--- src/rtl/booth_arith_pkg.sv ---
// booth_arith_pkg
//   Shared definitions for the sequential arithmetic units (Booth multiplier
//   and restoring divider).
//   - arith_state_e : common IDLE / CALC / FIX sequencing states
//   - clog2()       : width helper for iteration counters
package booth_arith_pkg;

  typedef enum logic [1:0] {
    IDLE = 2'd0,
    CALC = 2'd1,
    FIX  = 2'd2
  } arith_state_e;

  // Smallest number of bits able to index 'value' distinct states,
  // usable in constant (parameter) context.
  function automatic int clog2(input int value);
    int bits;
    bits = 0;
    for (int i = 0; i < 32; i++) begin
      if ((1 << bits) < value) begin
        bits = bits + 1;
      end
    end
    return bits;
  endfunction

endpackage

--- src/rtl/booth_div_twos_mag.sv ---
// twos_mag
//   WIDTH-bit conditional two's-complement negate. Used as abs() on the way
//   in (negate_i = operand sign) and as sign restore on the way out.
//   Ports:
//     value_i  in  WIDTH  value to pass through or negate
//     negate_i in  1      1 = output the two's-complement negation
//     result_o out WIDTH  value_i or -value_i (wraps for the most negative value)
module twos_mag #(
  parameter int WIDTH = 4
) (
  input  logic [WIDTH-1:0] value_i,
  input  logic             negate_i,
  output logic [WIDTH-1:0] result_o
);

  // The most negative value maps onto itself, which read as unsigned is
  // exactly its magnitude 2^(WIDTH-1), so no extra bit is needed.
  assign result_o = negate_i ? ((~value_i) + {{(WIDTH-1){1'b0}}, 1'b1}) : value_i;

endmodule

--- src/rtl/booth_div.sv ---
// booth_div
//   Sequential signed integer divider. Restoring division on operand
//   magnitudes, one iteration per clock, followed by a sign-correction cycle.
//   Quotient truncates toward zero, remainder takes the sign of the dividend.
//   Ports:
//     clk, rst       clock (rising edge) and synchronous active-high reset
//     start          request, only sampled in IDLE
//     dividend_i     signed dividend, sampled with start
//     divisor_i      signed divisor, sampled with start
//     busy_o         high from the cycle after acceptance until done_o
//     done_o         one-cycle result-valid pulse
//     quotient_o     signed quotient, held until overwritten by the next result
//     remainder_o    signed remainder, held likewise
//     div_by_zero_o  divisor was zero (quotient -1, remainder = dividend)
//     overflow_o     -2^(W-1) / -1 case; quotient wraps to -2^(W-1)
module booth_div
  import booth_arith_pkg::*;
#(
  parameter int WIDTH = 4
) (
  input  logic             clk,
  input  logic             rst,
  input  logic             start,
  input  logic [WIDTH-1:0] dividend_i,
  input  logic [WIDTH-1:0] divisor_i,
  output logic             busy_o,
  output logic             done_o,
  output logic [WIDTH-1:0] quotient_o,
  output logic [WIDTH-1:0] remainder_o,
  output logic             div_by_zero_o,
  output logic             overflow_o
);

  localparam int CNT_W = clog2(WIDTH + 1);
  localparam logic [WIDTH-1:0] MIN_VAL = {1'b1, {(WIDTH-1){1'b0}}};

  arith_state_e     state_q, state_d;
  logic [CNT_W-1:0] count_q, count_d;
  logic [WIDTH:0]   rem_q, rem_d;
  logic [WIDTH-1:0] quo_q, quo_d;
  logic [WIDTH-1:0] dmag_q, dmag_d;
  logic             neg_quo_q, neg_quo_d;
  logic             neg_rem_q, neg_rem_d;
  logic             dbz_q, dbz_d;
  logic             ovf_q, ovf_d;
  logic             busy_q, busy_d;
  logic             done_q, done_d;
  logic [WIDTH-1:0] quotient_q, quotient_d;
  logic [WIDTH-1:0] remainder_q, remainder_d;
  logic             dbz_out_q, dbz_out_d;
  logic             ovf_out_q, ovf_out_d;

  logic [WIDTH-1:0] dividend_mag;
  logic [WIDTH-1:0] divisor_mag;
  logic [WIDTH-1:0] quo_fixed;
  logic [WIDTH-1:0] rem_fixed;
  logic [WIDTH+1:0] rem_sh;
  logic [WIDTH+1:0] trial;
  logic             keep;

  twos_mag #(.WIDTH(WIDTH)) u_abs_dividend (
    .value_i  (dividend_i),
    .negate_i (dividend_i[WIDTH-1]),
    .result_o (dividend_mag)
  );

  twos_mag #(.WIDTH(WIDTH)) u_abs_divisor (
    .value_i  (divisor_i),
    .negate_i (divisor_i[WIDTH-1]),
    .result_o (divisor_mag)
  );

  twos_mag #(.WIDTH(WIDTH)) u_fix_quotient (
    .value_i  (quo_q),
    .negate_i (neg_quo_q),
    .result_o (quo_fixed)
  );

  twos_mag #(.WIDTH(WIDTH)) u_fix_remainder (
    .value_i  (rem_q[WIDTH-1:0]),
    .negate_i (neg_rem_q),
    .result_o (rem_fixed)
  );

  // One restoring step: shift the next dividend bit into the partial
  // remainder and trial-subtract the divisor magnitude. The shifted value is
  // always below 2^(WIDTH+1), so the top bit of the wider difference is a
  // reliable borrow indicator. A zero divisor always "fits", which naturally
  // yields an all-ones quotient and the dividend magnitude as remainder.
  always_comb begin
    rem_sh = {rem_q, quo_q[WIDTH-1]};
    trial  = rem_sh - {2'b00, dmag_q};
    keep   = ~trial[WIDTH+1];
  end

  // Next-state logic for the IDLE -> CALC -> FIX sequence. Operand signs and
  // special-case flags are captured at acceptance so later operand changes
  // cannot disturb an operation in flight. Results are only written in FIX,
  // so they stay stable until the next divide completes.
  always_comb begin
    state_d     = state_q;
    count_d     = count_q;
    rem_d       = rem_q;
    quo_d       = quo_q;
    dmag_d      = dmag_q;
    neg_quo_d   = neg_quo_q;
    neg_rem_d   = neg_rem_q;
    dbz_d       = dbz_q;
    ovf_d       = ovf_q;
    busy_d      = busy_q;
    done_d      = 1'b0;
    quotient_d  = quotient_q;
    remainder_d = remainder_q;
    dbz_out_d   = dbz_out_q;
    ovf_out_d   = ovf_out_q;
    case (state_q)
      IDLE: begin
        if (start) begin
          state_d   = CALC;
          count_d   = '0;
          rem_d     = '0;
          quo_d     = dividend_mag;
          dmag_d    = divisor_mag;
          neg_quo_d = dividend_i[WIDTH-1] ^ divisor_i[WIDTH-1];
          neg_rem_d = dividend_i[WIDTH-1];
          dbz_d     = (divisor_i == '0);
          ovf_d     = (dividend_i == MIN_VAL) && (divisor_i == '1);
          busy_d    = 1'b1;
        end
      end
      CALC: begin
        rem_d   = keep ? trial[WIDTH:0] : rem_sh[WIDTH:0];
        quo_d   = {quo_q[WIDTH-2:0], keep};
        count_d = count_q + CNT_W'(1);
        if (count_q == CNT_W'(WIDTH - 1)) begin
          state_d = FIX;
        end
      end
      FIX: begin
        quotient_d  = dbz_q ? '1 : quo_fixed;
        remainder_d = rem_fixed;
        dbz_out_d   = dbz_q;
        ovf_out_d   = ovf_q;
        done_d      = 1'b1;
        busy_d      = 1'b0;
        state_d     = IDLE;
      end
      default: begin
        state_d = IDLE;
      end
    endcase
  end

  // State and output registers; reset clears everything and aborts any
  // divide in progress.
  always_ff @(posedge clk) begin
    if (rst) begin
      state_q     <= IDLE;
      count_q     <= '0;
      rem_q       <= '0;
      quo_q       <= '0;
      dmag_q      <= '0;
      neg_quo_q   <= 1'b0;
      neg_rem_q   <= 1'b0;
      dbz_q       <= 1'b0;
      ovf_q       <= 1'b0;
      busy_q      <= 1'b0;
      done_q      <= 1'b0;
      quotient_q  <= '0;
      remainder_q <= '0;
      dbz_out_q   <= 1'b0;
      ovf_out_q   <= 1'b0;
    end else begin
      state_q     <= state_d;
      count_q     <= count_d;
      rem_q       <= rem_d;
      quo_q       <= quo_d;
      dmag_q      <= dmag_d;
      neg_quo_q   <= neg_quo_d;
      neg_rem_q   <= neg_rem_d;
      dbz_q       <= dbz_d;
      ovf_q       <= ovf_d;
      busy_q      <= busy_d;
      done_q      <= done_d;
      quotient_q  <= quotient_d;
      remainder_q <= remainder_d;
      dbz_out_q   <= dbz_out_d;
      ovf_out_q   <= ovf_out_d;
    end
  end

  assign busy_o        = busy_q;
  assign done_o        = done_q;
  assign quotient_o    = quotient_q;
  assign remainder_o   = remainder_q;
  assign div_by_zero_o = dbz_out_q;
  assign overflow_o    = ovf_out_q;

endmodule
--- config.mk ---
export PLATFORM = sky130hd
export DESIGN_NAME = booth_div
export DESIGN_NICKNAME = d
export VERILOG_FILES = /design/src/rtl/booth_arith_pkg.sv /design/src/rtl/booth_div_twos_mag.sv /design/src/rtl/booth_div.sv
export SDC_FILE = /design/constraint.sdc
export NUM_CORES = 1
export LEC_CHECK = 0
export BUFFER_PORTS_ARGS = -buffer_cell sky130_fd_sc_hd__buf_4
export CORE_MARGIN = 4
export CORE_UTILIZATION = 57
export CTS_CLUSTER_SIZE = 8
export DETAILED_ROUTE_END_ITERATION = 8
export GPL_TIMING_DRIVEN = 0
export PLACE_DENSITY = 0.82
export REMOVE_ABC_BUFFERS = 1
export SETUP_SLACK_MARGIN = 0.4
export SLEW_MARGIN = 40
export SYNTH_ARGS = -nofsm -noshare
export SYNTH_HDL_FRONTEND = slang
export SYNTH_HIERARCHICAL = 1
export SYNTH_SLANG_ARGS = --single-unit
--- constraint.sdc ---
create_clock -name clk -period 2.4 [get_ports clk]
set_input_delay 0.12 -clock clk [delete_from_list [all_inputs] [get_ports clk]]
set_output_delay 0.12 -clock clk [all_outputs]
set_load 0.05 [all_outputs]
* Word level (Yosys, flattened, before mapping)
Cells that the tools add are included.
** Word-level totals
- Register bits after elaboration :: 34
- Bits in latches :: 0
- Bits in writable memories :: 0
- ROM bits :: 0
- Input bits :: 11
- Output and inout port bits :: 12
- Word-level logic and storage cells :: 61
- Memories kept :: 0
** Cells by class
- $add $sub $neg :: 6
- Multiply operators :: 0
- Divide/modulo/power cells :: 0
- $lt $le $gt $ge :: 0
- Eq/ne operators :: 7
- Shift operators :: 0
- Mux-type cells :: 18
- Bitwise logic cells :: 6
- Reductions and logical operators :: 9
** Operator list (count)
- 4-bit two-way mux :: 6
- 4-bit by 1-bit adder with 4-bit output, second input constant :: 4
- 4-bit NOT :: 4
- 5-bit two-way mux :: 2
- 5-bit one-hot mux with 2 select lines :: 1
- 4-bit == test, second input constant :: 2
- 4-bit one-hot mux with 2 select lines :: 1
- 2-bit AND reduction :: 4
- 3-bit one-hot mux with 2 select lines :: 1
- 6-bit by 4-bit subtractor with 6-bit output :: 1
- 4-bit zero test :: 1
- 2-bit two-way mux :: 2
- 2-bit != test, second input constant :: 2
- 2-bit one-hot mux with 2 select lines :: 1
- 2-bit nonzero test :: 2
- 3-bit by 1-bit adder with 3-bit output, second input constant :: 1
- 3-bit by 2-bit == test with 1-bit output, second input constant :: 1
- 3-bit two-way mux :: 1
- 2-bit by 1-bit == test with 1-bit output, second input constant :: 1
- 2-bit == test, second input constant :: 1
- 2-bit zero test :: 1
- 1-bit two-way mux :: 2
- 1-bit one-hot mux with 2 select lines :: 1
- 1-bit logical AND :: 1
- other kinds (2) :: 2

* Depth between registers and ports, before layout
- Depth after elaboration :: 5
- Gate-level depth with buffers :: 9
- Depth with buffers taken out :: 9

* Cells and area by module
Netlist, hierarchy kept.
** By module, submodules not included
- booth_div :: instances 1, cells each 193, area each 1602.8 um^2, seq. area each 680.7 um^2
- twos_mag :: instances 4, cells each 10, area each 72.6 um^2, seq. area each 0.0 um^2

* Worst setup path before layout
Ideal clock, no wire load.
- Kind :: flip-flop to flip-flop
- Start :: register rem_q[0]
- End :: register rem_q[0]
- Setup time :: 0.069 ns
- Arrival :: 1.755 ns
- Required time :: 2.331 ns
- Path slack :: 0.577 ns
- Cell stages (with the launch flop) :: 7
- Path buffers :: 0
- Clock period less this slack :: 1.823 ns
- Cell sequence :: dfxtp_1 > ha_1 > nor2b_1 > o221a_4 > o211ai_4 > mux2_1 > o21ai_1
** Between the ends
- Longest elaborated chain between the ends :: 3
** Ends and longest elaborated chain
- from (decl) :: line booth_div.sv:39 : logic [WIDTH:0] rem_q, rem_d;
- from (signal assigned) :: line booth_div.sv:176 : rem_q <= rem_d;
- 6-bit by 4-bit subtractor with 6-bit output :: line booth_div.sv:92 : trial = rem_sh - {2'b00, dmag_q};
- 5-bit two-way mux :: line booth_div.sv:132 : rem_d = keep ? trial[WIDTH:0] : rem_sh[WIDTH:0];
- 5-bit one-hot mux with 2 select lines :: line booth_div.sv:116 : case (state_q)
No other way between the ends.
A chain may end at the register's enable or synchronous reset.

* Worst setup path after layout
- Start :: register quo_q[3]
- End :: register rem_q[4]
** Between the ends
- Longest elaborated chain between the ends :: 3
** Ends and longest elaborated chain
- from (decl) :: line booth_div.sv:40 : logic [WIDTH-1:0] quo_q, quo_d;
- from (signal assigned) :: line booth_div.sv:177 : quo_q <= quo_d;
- 6-bit by 4-bit subtractor with 6-bit output :: line booth_div.sv:92
- 5-bit two-way mux :: line booth_div.sv:132
- 5-bit one-hot mux with 2 select lines :: line booth_div.sv:116
No other way between the ends.

==> impl_metrics.prom <==
# TYPE chip_impl_metric gauge
chip_impl_metric{name="finalCritPeriodShare",unit="%"} 79.7
chip_impl_metric{name="initialDrtViolationCount",unit=""} 80
chip_impl_metric{name="die_area",unit="µm²"} 4310
chip_impl_info{name="setup_repair_after_global_routing_missed_its_margin",value="true"} 1
chip_impl_metric{name="synthesis.instances",unit=""} 233
chip_impl_metric{name="synth_edf_count",unit=""} 0
chip_impl_metric{name="dr.pass1.iters",unit=""} 4
chip_impl_metric{name="fin_crit",unit="ns"} 1.91
chip_impl_metric{name="cts_made_buffers",unit=""} 5
chip_impl_metric{name="final_count_of_pins_violating_max_slew",unit=""} 0
chip_impl_metric{name="remaining_overflow_grt",unit=""} 0
chip_impl_info{name="criticalPathCategory",value="reg2reg"} 1
chip_impl_metric{name="p_per_area",unit="nW/µm²"} 566
chip_impl_metric{name="postLayoutSetupSlackWorst",unit="ns"} 0.488
chip_impl_metric{name="detail_placement_hpwl",unit="µm"} 2660
chip_impl_metric{name="worst_pin_slew",unit="ns"} 0.535
chip_impl_metric{name="synthesized_area_per_cell",unit="µm²"} 8.12
chip_impl_metric{name="worst-path-max-fanout",unit=""} 3
chip_impl_metric{name="synthToLayoutAreaGrowth",unit="%"} 12.6
chip_impl_metric{name="htree_num_levels",unit=""} 2
chip_impl_metric{name="grtUsageTotal",unit="%"} 18.7
chip_impl_metric{name="route.antenna.remaining_nets",unit=""} 0
chip_impl_metric{name="post_syn_area",unit="µm²"} 1890
chip_impl_metric{name="cp_data_arrival_time",unit="ns"} 2.17
chip_impl_metric{name="async_reset_ff_share",unit="%"} 0
chip_impl_metric{name="clock_insertion_delay_worst_skew",unit="ns"} 0.33
chip_impl_info{name="hold_path.class",value="in2reg"} 1
chip_impl_metric{name="worst_clk_skew",unit="ns"} 0.00361
chip_impl_metric{name="detailed_routing_wirelength_on_met1",unit="µm"} 1670
chip_impl_metric{name="lkg_pwr",unit="µW"} 0.000856
chip_impl_info{name="highest_metal_used",value="met4"} 1
chip_impl_metric{name="ys_seq_area_share",unit="%"} 36.0
chip_impl_metric{name="numPortBuffers",unit=""} 22
chip_impl_metric{name="clock_slew_seen_by_the_registers_of_the_worst_setup_and_hold_paths",unit="ns"} 0.10
chip_impl_info{name="worst_setup_path_end_kind",value="flip-flop"} 1
chip_impl_metric{name="wl_met3",unit="µm"} 139
chip_impl_metric{name="floorplan.core_area",unit="µm²"} 3100
chip_impl_metric{name="maxSlewHeadroom",unit="%"} 64.3
chip_impl_metric{name="post_route_cells_drive_above_1_share",unit="%"} 18.7
chip_impl_metric{name="synth_cell_types",unit=""} 39
chip_impl_metric{name="final_tns_setup",unit="ns"} 0
chip_impl_metric{name="route.detailed.drc",unit=""} 0
chip_impl_info{name="setup.worst_path.start_class",value="flip-flop"} 1
chip_impl_metric{name="vias",unit=""} 1586
chip_impl_metric{name="maxCapViolCount",unit=""} 0
chip_impl_metric{name="final_nets",unit=""} 274
chip_impl_metric{name="gp_routability_congestion",unit=""} 0.800
chip_impl_metric{name="postSynthRegisterBits",unit=""} 34
chip_impl_info{name="synth_flop_cell",value="sky130_fd_sc_hd__dfxtp_1"} 1
chip_impl_info{name="cts_tree",value="built"} 1
chip_impl_metric{name="detail_route.wirelength",unit="µm"} 3660
chip_impl_metric{name="initial_standard_cell_utilization_of_the_core",unit="%"} 61.0
chip_impl_metric{name="hold_path_depth",unit=""} 3
chip_impl_metric{name="number_of_rows_created_at_floorplan",unit=""} 20
chip_impl_metric{name="wl_per_cell",unit="µm"} 12.4
chip_impl_metric{name="n_antenna_cell",unit=""} 0
chip_impl_metric{name="grt_pass1_wl",unit="µm"} 6350
chip_impl_metric{name="peakVddDrop",unit="µV"} 309
chip_impl_metric{name="max_freq",unit="MHz"} 523
chip_impl_info{name="cts-root-buf",value="sky130_fd_sc_hd__clkbuf_4"} 1
chip_impl_metric{name="synth_warnings",unit=""} 6
chip_impl_metric{name="vias_in_the_first_global_route",unit=""} 1459
chip_impl_metric{name="cts.sinks",unit=""} 34
chip_impl_info{name="status",value="finished clean"} 1
chip_impl_metric{name="grt_start_max_net_pins",unit=""} 32
chip_impl_metric{name="final-setup-viol-count",unit=""} 0
chip_impl_metric{name="cts_max_path_buffers",unit=""} 2
chip_impl_metric{name="worst_r2r_path_depth",unit=""} 9
chip_impl_metric{name="die_y",unit="µm"} 65.6
chip_impl_metric{name="final-hold-violation-count",unit=""} 0
chip_impl_metric{name="ios",unit=""} 23
chip_impl_metric{name="detail_route.vias_per_cell",unit=""} 5.36
chip_impl_metric{name="final.hold.worst_slack",unit="ns"} 0.0843
chip_impl_metric{name="die_width",unit="µm"} 65.6
chip_impl_metric{name="dp_worst_setup_slack",unit="ns"} 0.396
chip_impl_metric{name="worst-endpoint-required",unit="ns"} 2.66
chip_impl_metric{name="antenna_found_initial",unit=""} 0
chip_impl_metric{name="routed_met2_length",unit="µm"} 1810
-- cells by family (layout without fill, tap and decap cells) --
| group | Yosys count | after routing | share of synthesized area, % |
|---|---|---|---|
| compound gates | 41 | 41 | 15.9 |
| xor+xnor | 11 | 11 | 5.09 |
| simple gates | 96 | 96 | 23.1 |
| fa+ha+maj | 11 | 11 | 7.67 |
| flops | 34 | 34 | 36.0 |
| mux | 10 | 10 | 5.35 |
| buf+inv | 30 | 49 | 6.87 |
-- area by class of cell --
type	instances	area, µm²
Clock buffer	5	37.5
Inverter	18	67.6
Multi-Input combinational cell	169	1100
Tap cell	44	55.1
Sequential cell	34	682
Timing Repair Buffer	24	180
Fill cell	277	972
Clock inverter	2	10.0
-- synthesized netlist by cell type, drive strengths merged, types with 6 or more instances --
master / count / area (µm²)
nand2: 24 / 90.1
nor2: 37 / 141
ha: 10 / 125
inv: 18 / 67.6
mux2i: 9 / 90.1
a21oi: 15 / 75.1
nor3: 11 / 55.1
o21ai: 9 / 45.0
xnor2: 9 / 78.8
buf: 6 / 40.0
clkbuf: 6 / 22.5
dfxtp: 34 / 681
nand2b: 8 / 50.1
-- cell usage in the layout (no fill, tap or decap), types with 3 or more instances in the layout --
cell type and instances:
sky130_fd_sc_hd__nor3_1 11, sky130_fd_sc_hd__nand2b_1 8, sky130_fd_sc_hd__a211oi_1 3, sky130_fd_sc_hd__mux2i_1 9, sky130_fd_sc_hd__buf_4 24, sky130_fd_sc_hd__ha_1 8, sky130_fd_sc_hd__o21ai_1 3, sky130_fd_sc_hd__o31ai_2 4
sky130_fd_sc_hd__dfxtp_1 33, sky130_fd_sc_hd__o21ai_0 6, sky130_fd_sc_hd__inv_1 18, sky130_fd_sc_hd__nand2_1 24, sky130_fd_sc_hd__nor2_1 36, sky130_fd_sc_hd__clkbuf_4 5, sky130_fd_sc_hd__xnor2_1 9, sky130_fd_sc_hd__a21oi_1 15
-- path summary, 6_finish.rpt --
check,from,to,slack (ns)
min,divisor_i[0],dmag_q[0]$_SDFFE_PP0P_,0.08
min reg2reg,remainder_o[1]$_SDFFE_PP0P_,remainder_o[1]$_SDFFE_PP0P_,0.46
max,quo_q[3]$_SDFFE_PP0P_,rem_q[4]$_SDFFE_PP0P_,0.49
max reg2reg,quo_q[3]$_SDFFE_PP0P_,rem_q[4]$_SDFFE_PP0P_,0.49
-- power by group --
| group | switching [µW] | internal, µW | total (µW) |
|---|---|---|---|
| Combinational | 149 | 146 | 295 |
| Clock | 185 | 105 | 290 |
| Sequential | 33.0 | 589 | 622 |
-- worst max-delay path, stage by stage (launching register included) --
cell and delay [ns]:
sky130_fd_sc_hd__dfxtp_1 0.34, sky130_fd_sc_hd__inv_1 0.10, sky130_fd_sc_hd__ha_2 0.20, sky130_fd_sc_hd__inv_1 0.05, sky130_fd_sc_hd__fa_1 0.40, sky130_fd_sc_hd__a21o_1 0.19
sky130_fd_sc_hd__a21oi_1 0.14, sky130_fd_sc_hd__o2111ai_1 0.13, sky130_fd_sc_hd__xor2_1 0.16, sky130_fd_sc_hd__o21ai_0 0.14
-- flip-flops by register name, summed over array words and instances (netlist names) --
| name | flops |
|---|---|
| remainder_o | 4 |
| div_by_zero_o | 1 |
| overflow_o | 1 |
| done_o | 1 |
| quotient_o | 4 |
| quo_q | 4 |
| dbz_q | 1 |
| busy_o | 1 |
| ovf_q | 1 |
| state_q | 2 |
| count_q | 3 |
| neg_rem_q | 1 |
| dmag_q | 4 |
| rem_q | 5 |
| neg_quo_q | 1 |
-- per-stage QoR --
stage	area [µm²]	power, µW	instances	util, %
CTS	2100	1200	294	67.7
finish	2130	1210	296	68.7
global placement	2050	899	287	66.1
global route	2130	1280	296	68.7
detailed placement	2050	908	287	66.1
floorplan	1830	833	221	-
-- metal layers --
metal,up-vias,track usage (%)
li1,816,-
met1,740,24.2
met2,25,30.5
met3,5,4.27
met4,0,6.22
met5,-,0
-- what timing repair did --
| item | in CTS | in global routing |
|---|---|---|
| setup buffers | 0 | 2 |
| hold buffers | 0 | 0 |
| pin swaps | 0 | 1 |
| resized for setup | 1 | 4 |
| setup endpoints to repair | 1 | 2 |
Power figures use the tool's default switching activity.
